--- config.mk ---
export PLATFORM = sky130hd
export DESIGN_NAME = conv_window_gen
export DESIGN_NICKNAME = d
export VERILOG_FILES = /design/src/rtl/conv_pkg.sv /design/src/rtl/conv_line_buffer.sv /design/src/rtl/conv_window_gen.sv
export SDC_FILE = /design/constraint.sdc
export NUM_CORES = 2
export LEC_CHECK = 0
export CORE_ASPECT_RATIO = 0.75
export CORE_MARGIN = 3
export CORE_UTILIZATION = 30
export DETAILED_ROUTE_END_ITERATION = 10
export HOLD_SLACK_MARGIN = 0.02
export SLEW_MARGIN = 30
export SYNTH_ARGS = -nofsm -noshare
export SYNTH_HDL_FRONTEND = slang
export SYNTH_SLANG_ARGS = --single-unit
--- constraint.sdc ---
create_clock -name clk -period 4.9 [get_ports clk]
set_input_delay 0.98 -clock clk [delete_from_list [all_inputs] [get_ports clk]]
set_output_delay 0.98 -clock clk [all_outputs]
set_load 0.02 [all_outputs]
--- src/rtl/conv_pkg.sv ---
// conv_pkg: shared constants, pixel type and tap indexing for the 5x5
// convolution front end (conv_window_gen and conv_line_buffer).
//   KERNEL_SIZE : window edge length (fixed 5)
//   NUM_TAPS    : taps per window (25)
//   FRAC_BITS   : fractional bits of the Q8.8 pixel format
//   pixel_t     : signed Q8.8 pixel at the default 16-bit width
//   tap_idx     : flat tap index of window element (r, c); r=0 oldest row, c=0 oldest column
package conv_pkg;

    localparam int unsigned KERNEL_SIZE = 5;
    localparam int unsigned NUM_TAPS    = KERNEL_SIZE * KERNEL_SIZE;
    localparam int unsigned FRAC_BITS   = 8;
    localparam int unsigned PIXEL_WIDTH = 16;

    typedef logic signed [PIXEL_WIDTH-1:0] pixel_t;

    function automatic int unsigned tap_idx(input int unsigned r, input int unsigned c);
        return r * KERNEL_SIZE + c;
    endfunction

endpackage

--- src/rtl/conv_line_buffer.sv ---
// conv_line_buffer: one image row of pixel storage, DEPTH entries deep.
//   clk     : rising-edge clock
//   wr_en   : write wr_data into entry addr at the clock edge
//   addr    : shared read/write address (column index)
//   wr_data : pixel to store
//   rd_data : combinational read of entry addr (returns the pre-write value)
// Contents are deliberately not reset.
module conv_line_buffer #(
    parameter int DATA_WIDTH = 16,
    parameter int DEPTH      = 28,
    localparam int AW        = (DEPTH > 1) ? $clog2(DEPTH) : 1
) (
    input  logic                  clk,
    input  logic                  wr_en,
    input  logic [AW-1:0]         addr,
    input  logic [DATA_WIDTH-1:0] wr_data,
    output logic [DATA_WIDTH-1:0] rd_data
);

    logic [DATA_WIDTH-1:0] mem [DEPTH];

    always_ff @(posedge clk) begin
        if (wr_en) begin
            mem[addr] <= wr_data;
        end
    end

    assign rd_data = mem[addr];

endmodule

--- src/rtl/conv_window_gen.sv ---
// conv_window_gen: streaming 5x5 sliding-window generator for raster-order
// Q8.8 pixels. Four chained line buffers supply the four previous rows of the
// current column; a 5x5 register window shifts left on every accepted pixel.
// Only fully-populated (unpadded) windows are emitted.
//   clk        : rising-edge clock
//   rst_n      : asynchronous active-low reset
//   in_valid   : pixel strobe (no backpressure, gaps allowed)
//   in_data    : signed pixel
//   out_valid  : one-cycle strobe per emitted window (1 clk after the accept)
//   out_window : 25 taps, tap k = r*5+c at [k*DATA_WIDTH +: DATA_WIDTH]
//   frame_done : one-cycle pulse after the last pixel of a frame is accepted
// Optional (macro CONV_WINDOW_COORD_EN):
//   out_row, out_col : output-feature-map coordinate of the emitted window
module conv_window_gen
    import conv_pkg::*;
#(
    parameter int DATA_WIDTH = 16,
    parameter int IMG_WIDTH  = 28,
    parameter int IMG_HEIGHT = 28,
    parameter int KERNEL     = 5,
    localparam int CW        = $clog2(IMG_WIDTH),
    localparam int RW        = $clog2(IMG_HEIGHT),
    localparam int OUT_ROW_W = (IMG_HEIGHT > 5) ? $clog2(IMG_HEIGHT - 4) : 1,
    localparam int OUT_COL_W = (IMG_WIDTH > 5) ? $clog2(IMG_WIDTH - 4) : 1
) (
    input  logic                           clk,
    input  logic                           rst_n,
    input  logic                           in_valid,
    input  logic [DATA_WIDTH-1:0]          in_data,
    output logic                           out_valid,
    output logic [NUM_TAPS*DATA_WIDTH-1:0] out_window,
    output logic                           frame_done
`ifdef CONV_WINDOW_COORD_EN
    ,
    output logic [OUT_ROW_W-1:0]           out_row,
    output logic [OUT_COL_W-1:0]           out_col
`endif
);

    if (KERNEL != KERNEL_SIZE) begin : g_bad_kernel
        $error("conv_window_gen: KERNEL must be 5");
    end
    if (IMG_WIDTH < 5 || IMG_HEIGHT < 5) begin : g_bad_size
        $error("conv_window_gen: image must be at least 5x5");
    end

    localparam int LB_COUNT = KERNEL_SIZE - 1;

    logic [CW-1:0]         col;
    logic [RW-1:0]         row;
    logic                  last_col;
    logic                  last_row;
    logic                  qualify;

    logic [DATA_WIDTH-1:0] lb_wr [LB_COUNT];
    logic [DATA_WIDTH-1:0] lb_rd [LB_COUNT];
    logic [DATA_WIDTH-1:0] new_col [KERNEL_SIZE];
    logic [DATA_WIDTH-1:0] win_q [NUM_TAPS];
    logic [DATA_WIDTH-1:0] win_d [NUM_TAPS];
    logic [NUM_TAPS*DATA_WIDTH-1:0] win_flat;

    assign last_col = (col == CW'(IMG_WIDTH - 1));
    assign last_row = (row == RW'(IMG_HEIGHT - 1));
    assign qualify  = in_valid && (row >= RW'(KERNEL_SIZE - 1)) && (col >= CW'(KERNEL_SIZE - 1));

    // lb0 takes the incoming pixel; each deeper buffer takes the pre-write
    // value of the one before it, so one row ripples down per visit to a column.
    assign lb_wr[0] = in_data;
    for (genvar i = 0; i < LB_COUNT; i++) begin : g_lb
        if (i > 0) begin : g_chain
            assign lb_wr[i] = lb_rd[i-1];
        end
        conv_line_buffer #(
            .DATA_WIDTH (DATA_WIDTH),
            .DEPTH      (IMG_WIDTH)
        ) u_lb (
            .clk     (clk),
            .wr_en   (in_valid),
            .addr    (col),
            .wr_data (lb_wr[i]),
            .rd_data (lb_rd[i])
        );
    end

    // Window row 0 is the oldest image row (lb3), row 4 is the live pixel.
    always_comb begin
        for (int unsigned r = 0; r < LB_COUNT; r++) begin
            new_col[r] = lb_rd[LB_COUNT-1-r];
        end
        new_col[KERNEL_SIZE-1] = in_data;
    end

    always_comb begin
        win_flat = '0;
        for (int unsigned r = 0; r < KERNEL_SIZE; r++) begin
            for (int unsigned c = 0; c < KERNEL_SIZE; c++) begin
                if (c < KERNEL_SIZE - 1) begin
                    win_d[tap_idx(r, c)] = win_q[tap_idx(r, c + 1)];
                end else begin
                    win_d[tap_idx(r, c)] = new_col[r];
                end
            end
        end
        for (int unsigned k = 0; k < NUM_TAPS; k++) begin
            win_flat[k*DATA_WIDTH +: DATA_WIDTH] = win_d[k];
        end
    end

    always_ff @(posedge clk or negedge rst_n) begin
        if (!rst_n) begin
            col        <= '0;
            row        <= '0;
            out_valid  <= 1'b0;
            frame_done <= 1'b0;
            out_window <= '0;
            win_q      <= '{default: '0};
        end else begin
            out_valid  <= qualify;
            frame_done <= in_valid && last_col && last_row;
            if (in_valid) begin
                win_q <= win_d;
                col   <= last_col ? '0 : col + 1'b1;
                if (last_col) begin
                    row <= last_row ? '0 : row + 1'b1;
                end
            end
            if (qualify) begin
                out_window <= win_flat;
            end
        end
    end

`ifdef CONV_WINDOW_COORD_EN
    always_ff @(posedge clk or negedge rst_n) begin
        if (!rst_n) begin
            out_row <= '0;
            out_col <= '0;
        end else if (qualify) begin
            out_row <= OUT_ROW_W'(row - RW'(KERNEL_SIZE - 1));
            out_col <= OUT_COL_W'(col - CW'(KERNEL_SIZE - 1));
        end
    end
`endif

endmodule

==> results.sh <==
export IMPL_grt_pass1_vias=50079
export IMPL_place_hpwl_mm=154
export IMPL_setup_tns_ns=0
export IMPL_io_pins=421
export IMPL_crit_required_ns=5.42
export IMPL_post_cts_buffers=0
export IMPL_clock_latency_ns=0.88
export IMPL_rsz0062_at_grt="no"
export IMPL_wire_per_inst_um=26.5
export IMPL_tightest_slew_ns=1.14
export IMPL_drt_vias_per_instance=5.01
export IMPL_crit_path_cell_trace="nand4bb_4 > buf_4 > o22ai_1 > a21oi_1 > and3_1 > nand2_1"
export IMPL_final_util_pct=35.8
export IMPL_r2r_start="col[4]"
export IMPL_synth_cell_type_count=60
export IMPL_die_y_um=494
export IMPL_cts_resized_gates=0
export IMPL_arrival_ns=4.37
export IMPL_hold_violations=0
export IMPL_cts_buffers_inserted=218
export IMPL_hold_path_class="in -> async"
export IMPL_fmax_ghz=0.260
export IMPL_start_util_pct=30.2
export IMPL_synth_top_area_share_pct=56.6
export IMPL_fin_worst_skew_ns=0.0435
export IMPL_synth_cells=5036
export IMPL_overflow=0
export IMPL_synth_yosys_seq_area_share_pct=75.8
export IMPL_crit_slowest_cell="dfrtp_1"
export IMPL_remaining_drc_errors=0
export IMPL_drtPass1Iterations=5
export IMPL_tritoncts="done"
export IMPL_clkSinkCount=2524
export IMPL_die_x_um=656
export IMPL_grt_use_total_pct=15.9
export IMPL_drv_slew=0
export IMPL_postRouteAntennaNets=0
export IMPL_synthTopCellsByArea="edfxtp_1 57%, dfrtp_1 19%, mux2_2 7.9%, mux2i_1 6.7%, mux4_2 3.1%"
export IMPL_mappedNetlistArea_um2=95200
export IMPL_relSlewSlack_pct=23.8
export IMPL_ys_seq_elements=2524
export IMPL_critPathCaptureType="flop"
export IMPL_drt_iter0_drc=5796
export IMPL_core_um2=315000
export IMPL_clk_path_buf_depth=4
export IMPL_synth_area_per_cell_um2=18.9
export IMPL_grt_start_max_net_pins=139
export IMPL_layout_nets=5648
export IMPL_final_setup_viol_count=0
export IMPL_crit_family="simple AND/OR/NAND/NOR gates"
export IMPL_synth_edff_count=1792
export IMPL_async_flop_share_pct=29.0
export IMPL_fin_crit_ns=3.85
export IMPL_ctsHtreeMaxLevel=4
export IMPL_crit_start="col[4]"
export IMPL_startpoint_type="flop"
export IMPL_die_area_um2=324000
export IMPL_area_growth_pct=18.5
export IMPL_grt_first_pass_wirelength_mm=378
export IMPL_place_gp_congestion=0.794
export IMPL_num_vias=50213
export IMPL_path_buf_inv=1
export IMPL_drv_cap=0
export IMPL_critPathMaxStageDelay_ns=0.89
export IMPL_critPathKind="reg -> reg"
export IMPL_synthFlopType="edfxtp_1"
export IMPL_yosysTopAreaCell="edfxtp_1"
export IMPL_antenna_found_initial=13
export IMPL_leakagePower_nw=40.5
export IMPL_yosys_warnings=0
export IMPL_io_buffers=420
export IMPL_root_buffer="clkbuf_16"
export IMPL_num_rows=178
export IMPL_drt_wl_total_mm=266
export IMPL_syn_nets=5061
export IMPL_cts_hold_buffers_added=0
export IMPL_cp_max_fo=28
export IMPL_drive_gt1_share_pct=24.9
export IMPL_status="complete, no violations"
export IMPL_power_density_nw_per_um2=595
export IMPL_clk_pin_slew_worst_paths_ns=0.06
export IMPL_fin_crit_sh_pct=78.6
export IMPL_vdd_drop_max_mv=0.488
## power by group
| part | internal (W) | leakage (nW) | switching, W |
|---|---|---|---|
| logic | 0.00609 | 11.5 | 0.0128 |
| clock network | 0.00906 | 3.33 | 0.00772 |
| registers | 0.0300 | 25.6 | 0.00147 |
## layout make-up
cell class	count	area, µm²
Fill cell	29046	202000
Sequential cell	2524	72100
Multi-Input combinational cell	2225	21900
Timing Repair Buffer	647	6570
Clock buffer	294	6070
Tap cell	4230	5290
Clock inverter	100	701
Inverter	7	26.3
Antenna cell	5	12.5
## synthesized netlist by cell type (6+ instances only)
cell         n
edfxtp_1  1792
o22ai_1    268
o31a_1      12
mux2i_1    639
ha_1         6
clkbuf_1    95
o21ai_0     16
a22oi_1     65
o21ai_1      8
mux4_2     129
nand3_1     42
nor4_1      41
a21oi_1     55
buf_2      142
mux2_2     669
nor2_1      98
dfrtp_1    732
and2_1       7
or2_2       24
buf_4       27
o22a_1       8
and3_1      10
o211ai_1     7
inv_1        6
nand2_1     43
buf_1       11
a31oi_1     11
## cell usage in the layout, fill, tap and decap left out, types with 8 or more instances in the layout
cell type	netlist	layout
clkdlybuf4s50_1	0	411
mux2i_1	639	639
clkbuf_1	95	49
clkinvlp_2	0	8
buf_12	0	52
a22oi_1	65	65
buf_4	27	173
o31a_1	12	12
clkinv_1	1	26
or2_2	24	24
dfrtp_1	732	729
edfxtp_1	1792	1792
a31oi_1	11	11
o22a_1	8	8
o21ai_0	16	14
nor2_4	1	25
clkbuf_8	0	18
o22ai_1	268	268
mux4_2	129	129
nand3_1	42	42
clkbuf_16	0	225
a21oi_1	55	55
clkinv_2	0	44
and3_1	10	10
nor2_1	98	74
nor4_1	41	41
nand2_1	43	43
mux2_2	669	669
## worst paths after layout
path,to,slack [ns],cells past startpoint
setup / recovery,g_lb[2].u_lb.mem[16][14],1.05,6
hold / removal,out_window[220],0.19,1
setup reg to reg,g_lb[2].u_lb.mem[16][14],1.05,6
hold reg to reg,out_window[245],0.48,1
max in group asynchronous,out_window[292],3.60,2
min in group clk,out_window[245],0.48,1
## stage by stage
step / setup WS, ns / power (W) / area [µm²] / hold slack (ns) / instances
after floorplan: -0.242 / 0.0422 / 95200 / 0.475 / 5036
after global placement: 1.21 / 0.0501 / 106000 / 0.484 / 9631
after detailed placement: 1.18 / 0.0507 / 106000 / 0.490 / 9632
after CTS: 1.16 / 0.0674 / 113000 / 0.166 / 10026
after global routing: 0.943 / 0.0698 / 113000 / 0.193 / 10027
final: 1.05 / 0.0671 / 113000 / 0.187 / 10032
## worst reg2reg max path, cell delays in order, from the launching register on
cell	delay (ns)
dfrtp_1	0.89
nand4bb_4	0.90
buf_4	0.54
o22ai_1	0.14
a21oi_1	0.06
and3_1	0.28
nand2_1	0.72
## kinds of logic after synthesis
family                     synth area share, %
DFF                                       75.8
and+or+nand+nor                           1.67
adders and majority gates               0.0789
AOI/OAI and AO/OA                         3.22
buffers and inverters                     1.46
xor gates and xnor gates                0.0368
muxes                                     17.7
## registers in the layout, summed over array words and instances, names as in the netlist
name	flops
g_lb.u_lb.mem	1792
out_window	400
win_d	320
col	5
row	5
frame_done	1
out_valid	1
## routing by layer
layer	vias up	track usage (%)	share of wire [%]
met5	-	0	0
met4	0	3.06	1.9
met3	318	3.54	8.9
met2	2094	24.2	45
met1	26780	23.5	44
li1	21021	-	-
(Power assumes the default switching activity.)
